### config.mk
export PLATFORM = sky130hd
export DESIGN_NAME = zxuno_cfg_regbank
export DESIGN_NICKNAME = d
export VERILOG_FILES = /design/src/rtl/zxuno_cfg_regbank.sv
export SDC_FILE = /design/constraint.sdc
export NUM_CORES = 1
export LEC_CHECK = 0
export BUFFER_PORTS_ARGS = -buffer_cell sky130_fd_sc_hd__buf_2
export CORE_AREA = 3 3 101 83
export DETAILED_ROUTE_END_ITERATION = 7
export DIE_AREA = 0 0 104 86
export SYNTH_ARGS = -nofsm -noshare
export SYNTH_HDL_FRONTEND = slang
export SYNTH_SLANG_ARGS = --single-unit
### constraint.sdc
create_clock -name clk -period 6 [get_ports clk]
set_input_delay 1.2 -clock clk [delete_from_list [all_inputs] [get_ports clk]]
set_output_delay 1.2 -clock clk [all_outputs]
set_load 0.05 [all_outputs]
### src/rtl/zxuno_cfg_regbank.sv
// ----------------------------------------------------------------------------
// zxuno_cfg_regbank
//
// Bank of NREGS 8-bit ZX-Uno configuration registers mapped at consecutive
// zxuno_addr slots BASEADDR..BASEADDR+NREGS-1. Each register has a per-bit
// write mask. An optional sticky lock bit (bit 7 of the last register)
// freezes selected registers. A Z80 I/O port snoop can flip one bit on the
// rising edge of a matching OUT. Any change to the register contents raises a
// one-cycle `changed` pulse and holds `settling` high for SETTLE cycles, so
// consumers can blank while a mode change takes effect.
//
// Ports
//   clk          system clock
//   rst_n        asynchronous active-low reset
//   a            Z80 address bus
//   iorq_n       Z80 IORQ, active low
//   wr_n         Z80 WR, active low
//   zxuno_addr   selected ZX-Uno register address
//   zxuno_regrd  ZX-Uno register read strobe
//   zxuno_regwr  ZX-Uno register write (level, acts every cycle it is high)
//   din          write data (ZX-Uno write and snooped OUT data)
//   dout         registered read data, one cycle after the address
//   oe_n         combinational output enable, low on an in-range read
//   regs         live register contents, flat, register i = [8i+7:8i]
//   changed      registered one-cycle pulse when any register bit changed
//   settling     high for SETTLE cycles after the most recent change
// ----------------------------------------------------------------------------
module zxuno_cfg_regbank #(
    parameter logic [7:0]         BASEADDR   = 8'h0B,
    parameter int unsigned        NREGS      = 4,
    parameter logic [8*NREGS-1:0] RSTVAL     = '0,
    parameter logic [8*NREGS-1:0] WRMASK     = '1,
    parameter logic [NREGS-1:0]   LOCKMASK   = '1,
    parameter bit                 LOCK_EN    = 1'b1,
    parameter logic [15:0]        SNOOP_PORT = 16'h8E3B,
    parameter int unsigned        SNOOP_REG  = 0,
    parameter int unsigned        SNOOP_BIT  = 7,
    parameter int unsigned        SETTLE     = 1024
) (
    input  logic               clk,
    input  logic               rst_n,
    input  logic [15:0]        a,
    input  logic               iorq_n,
    input  logic               wr_n,
    input  logic [7:0]         zxuno_addr,
    input  logic               zxuno_regrd,
    input  logic               zxuno_regwr,
    input  logic [7:0]         din,
    output logic [7:0]         dout,
    output logic               oe_n,
    output logic [8*NREGS-1:0] regs,
    output logic               changed,
    output logic               settling
);

    localparam int unsigned IW = (NREGS > 1) ? $clog2(NREGS) : 1;
    localparam int unsigned CW = $clog2(SETTLE + 1);

    // Register storage
    logic [7:0]       regs_q [NREGS];
    logic [7:0]       regs_d [NREGS];

    // Address decode
    logic [7:0]       addr_off;
    logic [IW-1:0]    idx;
    logic             hit;

    // Write, lock and snoop qualification
    logic             lock_act;
    logic [NREGS-1:0] wr_sel;
    logic             sw;
    logic             sw_q;
    logic             snoop_edge;

    // Change detection and settle timer
    logic             any_change;
    logic [CW-1:0]    cnt_q;
    logic             changed_q;
    logic             settling_q;

    // Read path
    logic [7:0]       rd_data;
    logic [7:0]       dout_q;

    // ------------------------------------------------------------------------
    // Address decode: subtraction wraps, so the lower bound is checked apart.
    // ------------------------------------------------------------------------
    always_comb begin
        addr_off = zxuno_addr - BASEADDR;
        hit      = (zxuno_addr >= BASEADDR) && (32'(addr_off) < NREGS);
        idx      = addr_off[IW-1:0];
    end

    assign oe_n = ~(zxuno_regrd & hit);

    // ------------------------------------------------------------------------
    // Lock is bit 7 of the top register; it only ever reads back as 1 once set.
    // ------------------------------------------------------------------------
    assign lock_act = LOCK_EN && regs_q[NREGS-1][7];

    // Snooped Z80 OUT: only the 0->1 transition of the qualified strobe acts.
    assign sw         = ~iorq_n & ~wr_n & (a == SNOOP_PORT);
    assign snoop_edge = sw & ~sw_q;

    // ------------------------------------------------------------------------
    // Next-state for the register bank
    // ------------------------------------------------------------------------
    always_comb begin
        wr_sel     = '0;
        any_change = 1'b0;
        rd_data    = 8'h00;

        for (int unsigned i = 0; i < NREGS; i++) begin
            regs_d[i] = regs_q[i];
            wr_sel[i] = zxuno_regwr && hit && (32'(idx) == i) &&
                        !(lock_act && LOCKMASK[i]);
            if (wr_sel[i]) begin
                regs_d[i] = (regs_q[i] & ~WRMASK[8*i +: 8]) | (din & WRMASK[8*i +: 8]);
            end
            if (hit && (32'(idx) == i)) begin
                rd_data = regs_q[i];
            end
        end

        // An accepted ZX-Uno write to the snooped register takes precedence;
        // a write blocked by the lock does not count as a write here.
        if (snoop_edge && !wr_sel[SNOOP_REG]) begin
            regs_d[SNOOP_REG][SNOOP_BIT] = |din[3:0];
        end

        // Keep the lock sticky even if the top register is not lock-masked
        // or the snoop targets the lock bit.
        if (lock_act) begin
            regs_d[NREGS-1][7] = 1'b1;
        end

        for (int unsigned i = 0; i < NREGS; i++) begin
            if (regs_d[i] != regs_q[i]) begin
                any_change = 1'b1;
            end
        end
    end

    // ------------------------------------------------------------------------
    // State
    // ------------------------------------------------------------------------
    always_ff @(posedge clk or negedge rst_n) begin
        if (!rst_n) begin
            for (int unsigned i = 0; i < NREGS; i++) begin
                regs_q[i] <= RSTVAL[8*i +: 8];
            end
            dout_q     <= 8'h00;
            changed_q  <= 1'b0;
            settling_q <= 1'b0;
            cnt_q      <= '0;
            // Start idle-high so a strobe already asserted out of reset is
            // not mistaken for a fresh edge.
            sw_q       <= 1'b1;
        end else begin
            for (int unsigned i = 0; i < NREGS; i++) begin
                regs_q[i] <= regs_d[i];
            end
            dout_q    <= rd_data;
            changed_q <= any_change;
            sw_q      <= sw;
            if (any_change) begin
                // Retrigger reloads rather than accumulates.
                cnt_q      <= CW'(SETTLE);
                settling_q <= 1'b1;
            end else if (cnt_q != '0) begin
                cnt_q      <= cnt_q - CW'(1);
                settling_q <= (cnt_q != CW'(1));
            end
        end
    end

    // ------------------------------------------------------------------------
    // Outputs
    // ------------------------------------------------------------------------
    always_comb begin
        regs = '0;
        for (int unsigned i = 0; i < NREGS; i++) begin
            regs[8*i +: 8] = regs_q[i];
        end
    end

    assign dout     = dout_q;
    assign changed  = changed_q;
    assign settling = settling_q;

endmodule

==> impl_results.md, run 1 <==
- Status: complete, but fails checks
- Failing checks: design-rule violations
- Share of cells above drive strength 1: 34.1%
- Multi-input logic area: 0.00155 mm2
- Hold Slack: 0.587 ns
- Final HPWL DP: 6170 um
- VDD IR max: 0.130 mV
- Fin Setup TNS: 0 ns
- Period Utilization, post-route: 63.1%
- Full die area: 0.00894 mm2
- Post-Syn Nets: 338
- Core region area: 0.00743 mm2
- Final setup fails: 0
- Post-synthesis cell area: 0.00303 mm2
- Post-route minimum period: 3.78 ns
- Initial Util: 40.8%
- Syn_area_per_cell: 10.2 um2
- Clock Path Buffers: 2
- Clk Latency, worst-skew pair: 0.30 ns
- First-pass GRT wire length: 13300 um
- CTS tree: yes
- Critical path class: input pin to register
- Clk_skew: 0.00742 ns
- Rows: 28
- Height of the die: 86 um
- Dpl cell area: 0.00349 mm2
- Vias in the first global route: 2494
- Post-CTS Hold Fix Bufs: 0
- Initial antenna violation count: 0
- Antenna Cells: 0
- CTS Buf Count: 5
- Fin util: 48.6%
- PostCTS Resize Cnt: 0
- Cells after synthesis: 298
- Non-filler cells in the finished layout: 474
- Root Driver: clkbuf_8
- GP Congestion: 0.878
- Slew of the pin with the lowest slew margin: 0.957 ns
- Post-synth top area cell: dfrtp_1
- Sequential Area: 0.00135 mm2
- Area share of the largest cell type after synthesis: 43.8%
- Setup bufs post-CTS: 0
- Top-count cell post-synth: dfrtp_1
- Setup repair after global routing missed its margin: no
- CP startpoint kind: input pin
- Fillers: 744
- Worst path arrival time: 3.97 ns
- Area grow syn2layout: 19.2%
- CTS Sinks: 54
- Die width: 104 um
- Vias: 2615
- Gr usage total: 18.5%
- Drc violations: 11
- Htree depth: 2
- Initial DRC Count: 163
- Top cells by area, synth: dfrtp_1, mux2_2, xnor2_1
- Global route overflow: 0
- Port bufs: 80
- Post-synth top cells: dfrtp_1, mux2_2, nand2_1, nor2_1, xnor2_1
- Routed wire length per instance: 17.4 um
- Slew Limit Fails: 0
- Placed cells: 467
- Setup ws final: 2.22 ns
- Seq cells post-synth: 54
- FMAX: 264 MHz
- PD cells: 272 mW/mm2
- Number of synthesized flops with an enable pin: 0
- Pre-CTS setup slack: 1.90 ns
- Synth warnings: 0
- Critical Path Fanout Max: 13
- Drt first pass iters: 8
- Netlist cell types: 53
- # IOs: 81
- Leak: 1.74 nW
- Largest net degree at the start of global routing: 55
- Sequential fraction of the synthesis area: 44.7%
- Nets: 409
- Final wirelength: 8240 um
- Max-cap check violation count: 0
- Drt via density: 5.52
- Total chip power: 0.982 mW
- Final instance area: 0.00361 mm2
- ANT nets after route: 0
- Main synth FF type: dfrtp_1
- Crit path required time: 6.18 ns
- Relative slew slack: 35.7%
- Crit. End Element: register
- Worst Hold Class: register to register
- Final Hold Viols: 0
- Clock slew at reported path FFs: 0.10 ns
- Post-synth ARST share: 100%
## path summary, 6_finish.rpt
path                          startpoint         to  slack [ns]  cells past startpoint
min                             regs[26]   regs[26]        0.59                      1
max in group asynchronous          rst_n    dout[0]        4.51                      2
max reg2reg                     regs[31]  cnt_q[10]        3.15                      5
min in group asynchronous          rst_n   cnt_q[5]        1.00                      2
min reg2reg                     regs[26]   regs[26]        0.59                      1
max                        zxuno_addr[5]  cnt_q[10]        2.22                      6
## cell type report
| cell class | count | area share (%) |
|---|---|---|
| Clock buffer | 6 | 2.29 |
| Timing Repair Buffer | 81 | 11.3 |
| Multi-Input combinational cell | 214 | 43.1 |
| Sequential cell | 54 | 37.5 |
| Clock inverter | 1 | 0.832 |
| Tap cell | 105 | 3.64 |
| Inverter | 13 | 1.35 |
## metal layers
layer	part of all wire (%)	wire [um]	global-route usage (%)	vias to the layer above
met3	6.3	519	3.99	6
met4	0.67	55	4.11	0
li1	-	-	-	1230
met2	45	3700	28.9	107
met1	48	3970	26.5	1272
met5	0	0	0	-
## cell families (layout without fill, tap and decap cells)
| logic type | after synthesis | count (layout) | share of synthesized area (%) |
|---|---|---|---|
| flip-flops | 54 | 54 | 44.7 |
| AO/OA/AOI/OAI | 47 | 47 | 11.8 |
| AND/OR/NAND/NOR | 112 | 112 | 20.9 |
| buffers and inverters | 30 | 101 | 3.97 |
| XOR/XNOR | 21 | 21 | 6.08 |
| adder cells (fa/ha/maj) | 2 | 2 | 0.827 |
| multiplexers | 32 | 32 | 11.8 |
## state kept, by name, indices dropped and copies added, names as in the netlist
signal,count
settling,1
dout,8
regs,32
cnt_q,11
changed,1
sw_q,1
## layout by cell type, fill, tap and decap left out, types with 3 or more instances in the layout
cell type and count:
buf_2 80, dfrtp_1 53, mux2_2 29, nand2_1 21, nor2_1 21, xnor2_1 18
nor4_1 15, inv_1 13, nor3_1 10, nand2b_1 9, a21oi_1 7, or3_1 6
a22o_1 6, clkbuf_8 6, nor2b_1 5, nand3_1 5, a211oi_1 5, o21ai_0 3
nand4_1 3, mux2i_1 3, a222oi_1 3, xor2_1 3, o221ai_1 3, o31ai_1 3
## power by group
group | internal (mW) | total [mW] | switching, mW | leakage, nW
clock | 0.134 | 0.249 | 0.116 | 0.0573
combinational | 0.108 | 0.266 | 0.158 | 0.973
sequential | 0.411 | 0.466 | 0.0547 | 0.714
## critical path: stages
cell	delay, ns
buf_2	0.09
or4b_1	0.68
nor4_4	0.71
nor4_1	0.19
or3_1	0.53
or4_1	0.57
Note: power is estimated with default switching activity, not from simulation.
==> run 2: changes to the inputs <==
--- a/config.mk
+++ b/config.mk
@@ -9,6 +9,7 @@
 export CORE_AREA = 3 3 101 83
 export DETAILED_ROUTE_END_ITERATION = 7
 export DIE_AREA = 0 0 104 86
+export PLACE_DENSITY = 0.66
 export SYNTH_ARGS = -nofsm -noshare
 export SYNTH_HDL_FRONTEND = slang
 export SYNTH_SLANG_ARGS = --single-unit
==> constraint.sdc (replaced) <==
create_clock -name clk -period 3.1 [get_ports clk]
set_input_delay 0.62 -clock clk [delete_from_list [all_inputs] [get_ports clk]]
set_output_delay 0.62 -clock clk [all_outputs]
set_load 0.05 [all_outputs]
==> run 2 against run 1 <==
Clock-buffer cell count unchanged; clock power up 61%; critical path depth unchanged; power up 83%; largest cell class unchanged; highest routed layer unchanged; utilization up 0.96 points; sequential cell count unchanged; first-iteration DRC count down 7.4%; largest power group unchanged; non-clock buffer count up 13; final cell count up 3.0%; sequential power up 94%; design area up 2.0%; clock skew down 0.0021 ns; critical path type unchanged; the run now ends clean.
==> impl_results.md, run 2 (same netlist as run 1, synthesis figures left out) <==
- Max-cap check violation count: 0 (unchanged)
- Slew Limit Fails: 0 (unchanged)
- Critical path class: input pin to register
- Critical Path Fanout Max: 7 (-6)
- Setup bufs post-CTS: 0 (unchanged)
- Routed wire length per instance: 17.1 um (-1.6%)
- FMAX: 388 MHz
- Worst Hold Class: input pin to async pin
- Commonest non-fill, non-tap cell in the layout: buf_2
- Final setup fails: 0 (unchanged)
- Gr usage total: 19.2% (+0.72 points)
- Largest net degree at the start of global routing: 29 (-47%)
- Initial DRC Count: 151 (-7.4%)
- CTS tree: yes
- Setup ws final: 0.524 ns (-1.69 ns)
- Total chip power: 1.80 mW (+83%)
- CP startpoint kind: input pin
- CTS Sinks: 54 (unchanged)
- Antenna Cells: 0 (unchanged)
- Rows: 28 (unchanged)
- Full die area: 0.00894 mm2 (unchanged)
- Die width: 104 um (unchanged)
- PD cells: 489 mW/mm2 (+80%)
- Placed cells: 480 (+2.8%)
- ANT nets after route: 0 (unchanged)
- Most frequent cells in the layout: buf_2, dfrtp_1, mux2_2
- CTS Buf Count: 5 (unchanged)
- Share of cells above drive strength 1: 36.3% (+2.1 points)
- Clk_skew: 0.00536 ns (-0.00206 ns)
- Drc violations: 0 (-11)
- Height of the die: 86 um (unchanged)
- Global route overflow: 0 (unchanged)
- Vias: 2645 (+1.1%)
- Final Hold Viols: 0 (unchanged)
- GP Congestion: 0.901 (+2.6%)
- Crit. End Element: register
- Non-filler cells in the finished layout: 488 (+3.0%)
- Pre-CTS setup slack: 0.213 ns (-1.69 ns)
- Post-CTS Hold Fix Bufs: 0 (unchanged)
- Leak: 1.80 nW (+3.1%)
- Root Driver: clkbuf_8
- Clk Latency, worst-skew pair: 0.31 ns (about the same)
- Worst path arrival time: 2.78 ns (-1.19 ns)
- Core region area: 0.00743 mm2 (unchanged)
- Period Utilization, post-route: 83.1%
- Clock slew at reported path FFs: 0.10 ns (about the same)
- Relative slew slack: 56.9% (+21 points)
- R2R cell count: 6 (+1)
- # IOs: 81 (unchanged)
- Setup repair after global routing missed its margin: no
- PostCTS Resize Cnt: 0 (unchanged)
- Drt first pass iters: 5 (-3)
- Initial Util: 40.8% (unchanged)
- Port bufs: 80 (unchanged)
- Area grow syn2layout: 21.5%
- Initial antenna violation count: 0 (unchanged)
- Vias in the first global route: 2679 (+7.4%)
- Final HPWL DP: 6410 um (+4.0%)
- Clock Path Buffers: 2 (unchanged)
- Nets: 422 (+3.2%)
- Drt via density: 5.42 (-1.8%)
- Htree depth: 2 (unchanged)
- VDD IR max: 0.277 mV (+110%)
- Post-route minimum period: 2.58 ns
- Fin Setup TNS: 0 ns (unchanged)
- Final wirelength: 8350 um (+1.3%)
- Status: complete, no violations
- Crit path required time: 3.31 ns (-2.87 ns)
- Max reg flops: 32 (unchanged)
- First-pass GRT wire length: 13800 um (+3.2%)
- Slew of the pin with the lowest slew margin: 0.646 ns (-0.311 ns)
==> run 2: layer usage <==
layer | GRT usage (%) | wire length, um | share of wire [%]
met1 | 26.2 | 3970 | 48
met2 | 31.0 | 3720 | 45
met3 | 3.69 | 522 | 6.3
met4 | 6.52 | 139 | 1.7
met5 | 0 | 0 | 0
==> run 2: where the power goes <==
part / internal [mW] / total, mW / switching, mW / leakage, nW
Clock: 0.160 / 0.400 / 0.240 / 0.0452
Sequential: 0.796 / 0.904 / 0.108 / 0.714
Combinational: 0.210 / 0.496 / 0.286 / 1.04
==> run 2: final timing paths <==
check,from,to,slack [ns]
worst min-delay path,rst_n,cnt_q[5],0.32
min in group clk,a[6],sw_q,0.54
worst max register to register,regs[31],cnt_q[10],0.97
worst min register to register,regs[24],dout[0],0.58
worst max-delay path,zxuno_addr[5],regs[29],0.52
max in group asynchronous,rst_n,regs[8],2.00
==> run 2: final cells by class <==
| class | count | area [um2] |
|---|---|---|
| clock inverters | 2 | 13.8 |
| well taps | 105 | 131 |
| fillers | 714 | 3750 |
| repair buffers | 94 | 505 |
| clock buffers | 6 | 72.6 |
| flip-flops and latches | 54 | 1350 |
| multi-input cells | 214 | 1550 |
| inverters | 13 | 48.8 |
==> run 2: per-stage QoR <==
step	utilization (%)	cell area (um2)	hold WS [ns]
finish	49.5	3680	0.316
global route	49.5	3680	0.363
CTS	49.5	3680	0.339
detailed placement	48.4	3590	0.547
global placement	48.4	3590	0.545
floorplan	-	3030	0.324
==> run 2: critical path: stages <==
cell and delay [ns]:
buf_2 0.09, or4b_1 0.70, nor4_1 0.46, nand2_1 0.17, nor2_2 0.34, mux2_2 0.38
